$ cat src/rtl/data_ram_ls.sv
// data_ram_ls: parametrised single-port data memory for the MEM stage.
// Supports byte/halfword/word stores with lane masks and sign/zero-extended
// loads. The read path is registered with one cycle of latency. After reset
// a sequencer can clear every word before the block accepts requests.
module data_ram_ls #(
  parameter int unsigned DEPTH          = 32,
  parameter bit          CLEAR_ON_RESET = 1'b1
) (
  input  logic        Clock,
  input  logic        Resetn,
  input  logic        req,
  input  logic        we,
  input  logic [1:0]  size,
  input  logic        uns,
  input  logic [31:0] addr,
  input  logic [31:0] wdata,
  output logic        ready,
  output logic        rvalid,
  output logic [31:0] rdata,
  output logic        err
);

  localparam int unsigned AW = $clog2(DEPTH);

  typedef enum logic {
    ST_CLEAR,
    ST_RUN
  } state_t;

  localparam state_t RESET_STATE = CLEAR_ON_RESET ? ST_CLEAR : ST_RUN;

  state_t          state_q, state_d;
  logic [AW-1:0]   cnt_q, cnt_d;
  logic            ready_d, rvalid_d, err_d;
  logic [31:0]     rdata_d;

  logic [31:0]     mem [DEPTH];
  logic            mem_we;
  logic [3:0]      mem_be;
  logic [AW-1:0]   mem_idx;
  logic [31:0]     mem_wd;

  logic [AW-1:0]   addr_idx_c;
  logic            accept_c;
  logic            bad_c;
  logic [3:0]      st_be_c;
  logic [31:0]     st_wd_c;
  logic [31:0]     rd_word_c;
  logic [7:0]      rd_byte_c;
  logic [15:0]     rd_half_c;
  logic [31:0]     ld_data_c;

  // Address bits above the word index are deliberately ignored (wrap).
  logic            unused_addr;
  assign unused_addr = ^addr[31:AW+2];

  assign addr_idx_c = addr[AW+1:2];
  assign accept_c   = req & ready;
  assign rd_word_c  = mem[addr_idx_c];

  // Misaligned halfword/word or reserved size.
  always_comb begin
    bad_c = 1'b0;
    case (size)
      2'b00:   bad_c = 1'b0;
      2'b01:   bad_c = addr[0];
      2'b10:   bad_c = (addr[1:0] != 2'b00);
      default: bad_c = 1'b1;
    endcase
  end

  // Store lane enables and lane-replicated write data.
  always_comb begin
    st_be_c = 4'hF;
    st_wd_c = wdata;
    case (size)
      2'b00: begin
        st_be_c = 4'b0001 << addr[1:0];
        st_wd_c = {4{wdata[7:0]}};
      end
      2'b01: begin
        st_be_c = addr[1] ? 4'b1100 : 4'b0011;
        st_wd_c = {2{wdata[15:0]}};
      end
      default: begin
        st_be_c = 4'hF;
        st_wd_c = wdata;
      end
    endcase
  end

  // Load lane selection and extension.
  always_comb begin
    rd_byte_c = rd_word_c[7:0];
    case (addr[1:0])
      2'd0: rd_byte_c = rd_word_c[7:0];
      2'd1: rd_byte_c = rd_word_c[15:8];
      2'd2: rd_byte_c = rd_word_c[23:16];
      2'd3: rd_byte_c = rd_word_c[31:24];
    endcase
    rd_half_c = addr[1] ? rd_word_c[31:16] : rd_word_c[15:0];
    ld_data_c = rd_word_c;
    case (size)
      2'b00:   ld_data_c = uns ? {24'h0, rd_byte_c} : {{24{rd_byte_c[7]}}, rd_byte_c};
      2'b01:   ld_data_c = uns ? {16'h0, rd_half_c} : {{16{rd_half_c[15]}}, rd_half_c};
      default: ld_data_c = rd_word_c;
    endcase
  end

  // State, clear counter and registered outputs.
  always_ff @(posedge Clock or negedge Resetn) begin
    if (!Resetn) begin
      state_q <= RESET_STATE;
      cnt_q   <= '0;
      ready   <= 1'b0;
      rvalid  <= 1'b0;
      err     <= 1'b0;
      rdata   <= 32'h0;
    end else begin
      state_q <= state_d;
      cnt_q   <= cnt_d;
      ready   <= ready_d;
      rvalid  <= rvalid_d;
      err     <= err_d;
      rdata   <= rdata_d;
    end
  end

  // Next-state, memory write control and next output values.
  always_comb begin
    state_d  = state_q;
    cnt_d    = cnt_q;
    ready_d  = 1'b0;
    rvalid_d = 1'b0;
    err_d    = 1'b0;
    rdata_d  = 32'h0;
    mem_we   = 1'b0;
    mem_be   = 4'h0;
    mem_idx  = addr_idx_c;
    mem_wd   = 32'h0;
    case (state_q)
      ST_CLEAR: begin
        mem_we  = 1'b1;
        mem_be  = 4'hF;
        mem_idx = cnt_q;
        if (cnt_q == AW'(DEPTH - 1)) begin
          state_d = ST_RUN;
          cnt_d   = '0;
        end else begin
          cnt_d = cnt_q + AW'(1);
        end
      end
      ST_RUN: begin
        ready_d = 1'b1;
        if (accept_c) begin
          if (bad_c) begin
            rvalid_d = 1'b1;
            err_d    = 1'b1;
          end else if (we) begin
            mem_we = 1'b1;
            mem_be = st_be_c;
            mem_wd = st_wd_c;
          end else begin
            rvalid_d = 1'b1;
            rdata_d  = ld_data_c;
          end
        end
      end
    endcase
  end

  // Storage array with byte-lane write enables; not reset.
  always_ff @(posedge Clock) begin
    for (int k = 0; k < 4; k++) begin
      if (mem_we && mem_be[k]) begin
        mem[mem_idx][8*k +: 8] <= mem_wd[8*k +: 8];
      end
    end
  end

endmodule

$ cat config.mk
export PLATFORM = sky130hd
export DESIGN_NAME = data_ram_ls
export DESIGN_NICKNAME = d
export VERILOG_FILES = /design/src/rtl/data_ram_ls.sv
export SDC_FILE = /design/constraint.sdc
export NUM_CORES = 1
export LEC_CHECK = 0
export ABC_AREA = 1
export CAP_MARGIN = 30
export CORE_UTILIZATION = 25
export CTS_CLUSTER_SIZE = 40
export DETAILED_ROUTE_END_ITERATION = 8
export PLACE_DENSITY = 0.42
export SLEW_MARGIN = 20
export SYNTH_ARGS = -nofsm -noshare
export SYNTH_HDL_FRONTEND = slang
export SYNTH_SLANG_ARGS = --single-unit
$ cat constraint.sdc
create_clock -name Clock -period 5.15 [get_ports Clock]
set_input_delay 0.7725 -clock Clock [delete_from_list [all_inputs] [get_ports Clock]]
set_output_delay 0.7725 -clock Clock [all_outputs]
set_load 0.01 [all_outputs]
==> results.toml, run 1 <==
[global_route]
grt_max_degree = 132
grt.met1_usage_pct = 20.6
grt_antenna_before_repair = 4
grt.busiest_layer = "met2"
grt_pass1_wl_um = 206000
grt_util_met3_pct = 2.80
gr-usage-all-layers_pct = 16.2
gr-total-overflow = 0
globalRouteMet2Util_pct = 26.5
first_global_vias = 27922

[setup_path]
critical_path.max_stage_delay_ns = 0.59
crit-reg2reg-launch = "state_q"
critical_path_peak_fanout = 17
worst_path_cell_trace = "clkdlybuf4s50_1 > nor2_2 > inv_1 > o21ai_1 > nand2_1 > nor2_2 > a31oi_2 > buf_6 > buf_4 > nor2_1"
timing.critical_path.to = "mem[5][14]"
timing.critical_path.slowest_stage_cell = "clkdlybuf4s50_1"
critical_path.top_delay_family = "simple AND/OR/NAND/NOR gates"
critical_path_depth = 10
worst_ep_required_time_ns = 5.51
worst_setup_path_startpoint = "addr[1]"
reg2reg_slack_ns = 1.82
r2r_end = "mem[20][1]"
crit_top_cell = "nor2_2"
critical_path_end_type = "flop"
critical_path_buf_inv_count = 4
worstRegToRegCells = 6
timing_worst_setup_path_type = "primary input to flop"
critPathArrivalTime_ns = 3.76
startpoint_type = "primary input"

[clock_network]
ctsLongestPathBuffers = 3
insertion_delay_ns = 0.74
clk_sink_count = 1065
cts-buffers-inserted = 115
postCtsHoldBufs = 0
cts.reportedPaths.clkPinSlew_ns = 0.06
post_cts_buffers = 0
cts_resized = 0
cts_tree = "yes"
clock_tree.htree_level_count = 3
clock-root-buffer = "clkbuf_16"

[synth]
synth_warnings = 0
synth.distinct_cells = 39
mean_instance_size_in_the_synthesized_netlist_sq_um = 12.1
synth-seq-area-share_pct = 72.7
syn-num-nets = 3693
flip_flop_and_latch_count_after_synthesis = 1065
netlist_area_sq_um = 43700
synth_cells = 3620

[power]
net_switching_component_of_the_power_mw = 4.41
p_leak_nw = 19.3
sequential_cell_fraction_of_total_power_pct = 50.4
power.share.combinational_pct = 6.3
worst_ir_drop_vdd_v = 0.000272
power_report.internal_total_mw = 14.3
clkPwrFrac_pct = 43.2
switching_share_pct = 23.5
power.total_mw = 18.8
powerDensity_nw_per_um2 = 362

[timing]
layout_worst_path_cycle_share_pct = 66.0
slew_headroom_pct = 33.7
layout_setup_ws_ns = 1.75
final_hold_violating_endpoints = 0
finalSetupViolCount = 0
setup_total_negative_slack_ns = 0
grt_setup_unrepaired = "no"
worstMarginPinSlew_ns = 0.994
clock_skew_ns = 0.0219
maximum_clock_frequency_mhz = 294
maxSlewViolCount = 0
final_period_minus_worst_setup_slack_ns = 3.40

[detailed_routing]
drt.antenna.violating_nets = 0
drt_first_pass_iters = 8
drt-initial-drc-count = 2414
detail_route.drc_violations = 0
routed-via-count = 28620
drt-total-wl_um = 145000
wire_per_inst_um = 23.3
route.detailed.vias_per_inst = 4.61

[layout]
regArea_sq_um = 31800
final_nets = 3865
flow.area_growth_from_synthesis_pct = 18.5
post_route_cells_drive_above_1_share_pct = 11.9
finalCoreUtilization_pct = 29.8
multi_input_area_sq_um = 10600
n_fill_cell = 17803

[floorplan]
floorplan.io_pins = 106
die_width_um = 420
die-height_um = 420
num_rows = 153
start_util_pct = 25.2
floorplan.die_area_sq_um = 176000
placeableCoreArea_sq_um = 174000

[run_status]
status = "finished clean"

[flow_run]
max_cap_violations = 0

[place]
place.port_buffers = 80
detailed_place_hpwl_um = 88500
place_congestion = 0.911
placement.setup.worst_slack_ns = 1.02

[hold_path]
hold_wc_path_type = "primary input to asynchronous set/reset pin"
## metal layers
metal	vias to the layer above	share of wire, %
li1	13398	-
met1	14324	42
met2	661	48
met3	235	4.7
met4	2	5.0
met5	-	0.012
## flip-flops by register name (all words and copies together) (netlist names)
signal,cells
cnt_q,5
err,1
mem,1024
rdata,32
ready,1
rvalid,1
state_q,1
## placed cells by master (no fill, tap or decap), drive strengths merged, types with 6 or more instances in the layout
master	count
edfxtp	1024
nand2	720
nor2	481
nand3	387
o21ai	335
buf	224
clkbuf	153
a21oi	119
o221ai	76
clkdlybuf4s50	74
inv	69
o22ai	58
clkinv	44
dfrtp	41
o31ai	15
o211ai	15
a211oi	9
nor3	9
nor4	7
bufinv	6
## stage by stage
stage	instance area (sq um)	instances	hold slack (ns)
after CTS	51800	6210	0.111
after floorplan	43700	3620	0.426
after global routing	51800	6213	0.173
after detailed placement	48100	6000	0.529
final	51800	6213	0.123
after global placement	48100	5999	0.523
## synthesized netlist by cell type (all sizes together)
| library cell | n | area (sq um) |
|---|---|---|
| edfxtp | 1024 | 30700 |
| nand2 | 720 | 2710 |
| nor2 | 481 | 1840 |
| nand3 | 387 | 1960 |
| o21ai | 335 | 1680 |
| buf | 170 | 1050 |
| a21oi | 119 | 611 |
| o221ai | 76 | 666 |
| clkbuf | 73 | 274 |
| inv | 63 | 239 |
| o22ai | 58 | 363 |
| dfrtp | 41 | 1030 |
| o211ai | 15 | 113 |
| o31ai | 15 | 113 |
| a211oi | 9 | 67.6 |
| nor3 | 9 | 45.0 |
| nor4 | 7 | 43.8 |
| a31oi | 5 | 31.3 |
| o21a | 4 | 30.0 |
| a2111oi | 2 | 17.5 |
| clkinv | 2 | 7.51 |
| ha | 2 | 25.0 |
| and2 | 1 | 6.26 |
| nand3b | 1 | 7.51 |
| o21bai | 1 | 7.51 |
## kinds of logic after synthesis
family          Yosys count  share of synthesized area [%]
flops                  1065                           72.7
buf+inv                 308                           3.59
simple gates           1606                           15.1
compound gates          639                           8.46
fa+ha+maj                 2                         0.0573
## final cells by class
| type | count | share of cell area [%] |
|---|---|---|
| Clock buffer | 153 | 6.06 |
| Timing Repair Buffer | 298 | 5.03 |
| Tap cell | 2325 | 5.62 |
| Multi-Input combinational cell | 2247 | 20.4 |
| Inverter | 65 | 0.522 |
| Clock inverter | 57 | 0.988 |
| Antenna cell | 3 | 0.0145 |
| Sequential cell | 1065 | 61.4 |
## power groups by stage
stage                     combinational, mW  sequential, mW  clock [mW]
after floorplan                       0.649            9.64           0
after global placement                 1.20            9.64           0
after detailed placement               1.20            9.64           0
after CTS                              1.20            9.45        8.30
after global routing                   1.28            9.45        8.60
final                                  1.19            9.45        8.11
## worst min-delay path by stage
stage	startpoint	end	slack, ns	cells after the start
finish	Resetn	rdata[15]	0.12	2
global route	Resetn	rdata[15]	0.17	2
CTS	Resetn	rdata[15]	0.11	2
detailed placement	cnt_q[4]	cnt_q[4]	0.53	2
global placement	cnt_q[4]	cnt_q[4]	0.52	2
floorplan	state_q	ready	0.43	0
Power figures use the tool's default switching activity.
==> inputs of run 2 (changes only) <==
Clock period 5.15 ns to 3.4 ns, I/O delays scaled along.
==> results.toml, run 2 (synthesis results as in run 1) <==
[floorplan]
die_width_um = 420
placeableCoreArea_sq_um = 174000
floorplan.io_pins = 106
num_rows = 153
die-height_um = 420
floorplan.die_area_sq_um = 176000
start_util_pct = 25.2

[detailed_routing]
wire_per_inst_um = 22.7
route.detailed.vias_per_inst = 4.59
detail_route.drc_violations = 0
routed-via-count = 29076
drt.antenna.violating_nets = 0
drt-initial-drc-count = 2370
met2WireLength_um = 68600
routed-wl-met3_um = 6410
drt-total-wl_um = 144000
topRoutingLayerUsed = "met4"
routedLengthMet1_um = 62500
drt_first_pass_iters = 7

[setup_path]
critical_path.max_stage_delay_ns = 0.53
r2r_end = "mem[0][29]"
startpoint_type = "flop"
worstRegToRegCells = 8
critical_path_peak_fanout = 8
reg2reg_slack_ns = 0.56
critPathArrivalTime_ns = 3.27
worst_ep_required_time_ns = 3.83
timing.critical_path.slowest_stage_cell = "nand2_1"
worst_path_cell_trace = "buf_4 > nand2_1 > o21ai_0 > inv_1 > nor2_1 > nand2_1 > nor2_1 > buf_4"
critical_path_end_type = "flop"
crit-reg2reg-launch = "state_q"
timing_worst_setup_path_type = "flop to flop"

[timing]
layout_worst_path_cycle_share_pct = 83.4
maxSlewViolCount = 0
maximum_clock_frequency_mhz = 353
slew_headroom_pct = 41.7
layout_setup_ws_ns = 0.565
fin_worst_hold_slack_ns = 0.432
setup_total_negative_slack_ns = 0
final_hold_violating_endpoints = 0
final_period_minus_worst_setup_slack_ns = 2.84
worstMarginPinSlew_ns = 0.875
grt_setup_unrepaired = "no"
clock_skew_ns = 0.0335
finalSetupViolCount = 0

[place]
detailed_place_hpwl_um = 93300
placed_cells = 6121
place.port_buffers = 80
placement.setup.worst_slack_ns = 0.124
area_of_placed_instances_sq_um = 49500
place_congestion = 0.938

[clock_network]
insertion_delay_ns = 0.74
ctsLongestPathBuffers = 3
clock_tree.htree_level_count = 3
cts.reportedPaths.clkPinSlew_ns = 0.06
cts_resized = 0
cts_tree = "yes"
cts-buffers-inserted = 116
clock-root-buffer = "clkbuf_16"
clk_sink_count = 1065

[global_route]
grt_antenna_before_repair = 2
first_global_vias = 28434
grt_pass1_wl_um = 206000
grt_max_degree = 93
gr-total-overflow = 0
gr-usage-all-layers_pct = 16.2

[layout]
final_nets = 3988
top_register_by_number_of_flip_flops = "mem"
post_route_cells_drive_above_1_share_pct = 14.3
most_frequent_standard_cell_in_the_layout_excluding_fill_and_tap_cells = "edfxtp_1"
post_layout_nonfiller_instances = 6339
commonest_cells_after_routing_fill_and_taps_aside = "edfxtp_1 (1024), nand2_1 (717), nor2_1 (458)"
finalCoreUtilization_pct = 30.7
reg.largest.list = "mem (1024), rdata (32), cnt_q (5)"
design_area_sq_um = 53200
flow.area_growth_from_synthesis_pct = 21.9
largest_register_ff_count = 1024

[hold_path]
hold_wc_path_type = "primary input to asynchronous set/reset pin"

[power]
worst_ir_drop_vdd_v = 0.000390
p_leak_nw = 20.0
powerDensity_nw_per_um2 = 538
power.total_mw = 28.7

[run_status]
status = "finished clean"

[flow_run]
max_cap_violations = 0
[run 2: critical path: cells and delay by family, from the launching register on]
| kind | cells | cell delay, ns |
|---|---|---|
| flip-flops | 1 | 0.48 |
| buffers and inverters | 3 | 0.64 |
| AND/OR/NAND/NOR | 4 | 1.14 |
| AO/OA/AOI/OAI | 1 | 0.24 |
[run 2: power breakdown]
group          internal (mW)  switching [mW]  total, mW  leakage, nW
Clock                   7.10            5.33       12.4         1.81
Combinational          0.576            1.34       1.92         6.04
Sequential              14.3         0.00619       14.3         12.2
Total                   22.0            6.68       28.7         20.0
[run 2: repair_timing]
| action | in CTS | in global routing |
|---|---|---|
| buffers inserted | 0 | 0 |
| endpoints found under the hold margin | 26 | 0 |
| hold buffers | 1 | 0 |
[run 2: worst max path at each step]
stage / end / slack, ns / from
floorplan: mem[0][15] / -0.69 / addr[1]
global placement: rdata[2] / 0.17 / addr[2]
detailed placement: rdata[2] / 0.12 / addr[2]
CTS: mem[0][25] / 0.62 / state_q
global route: mem[0][1] / 0.50 / state_q
finish: mem[0][29] / 0.56 / state_q
[run 2: metal layers]
metal,track usage [%],vias up
li1,-,13643
met1,21.1,14576
met2,26.6,653
met3,2.24,204
met4,7.43,0
met5,0,-
[run 2: cell type report]
type	count	area, sq um
Tap cell	2325	2910
Antenna cell	1	2.50
Fill cell	17570	120000
Clock buffer	139	2990
Sequential cell	1065	31800
Timing Repair Buffer	420	4010
Clock inverter	77	723
Inverter	65	270
Multi-Input combinational cell	2247	10600
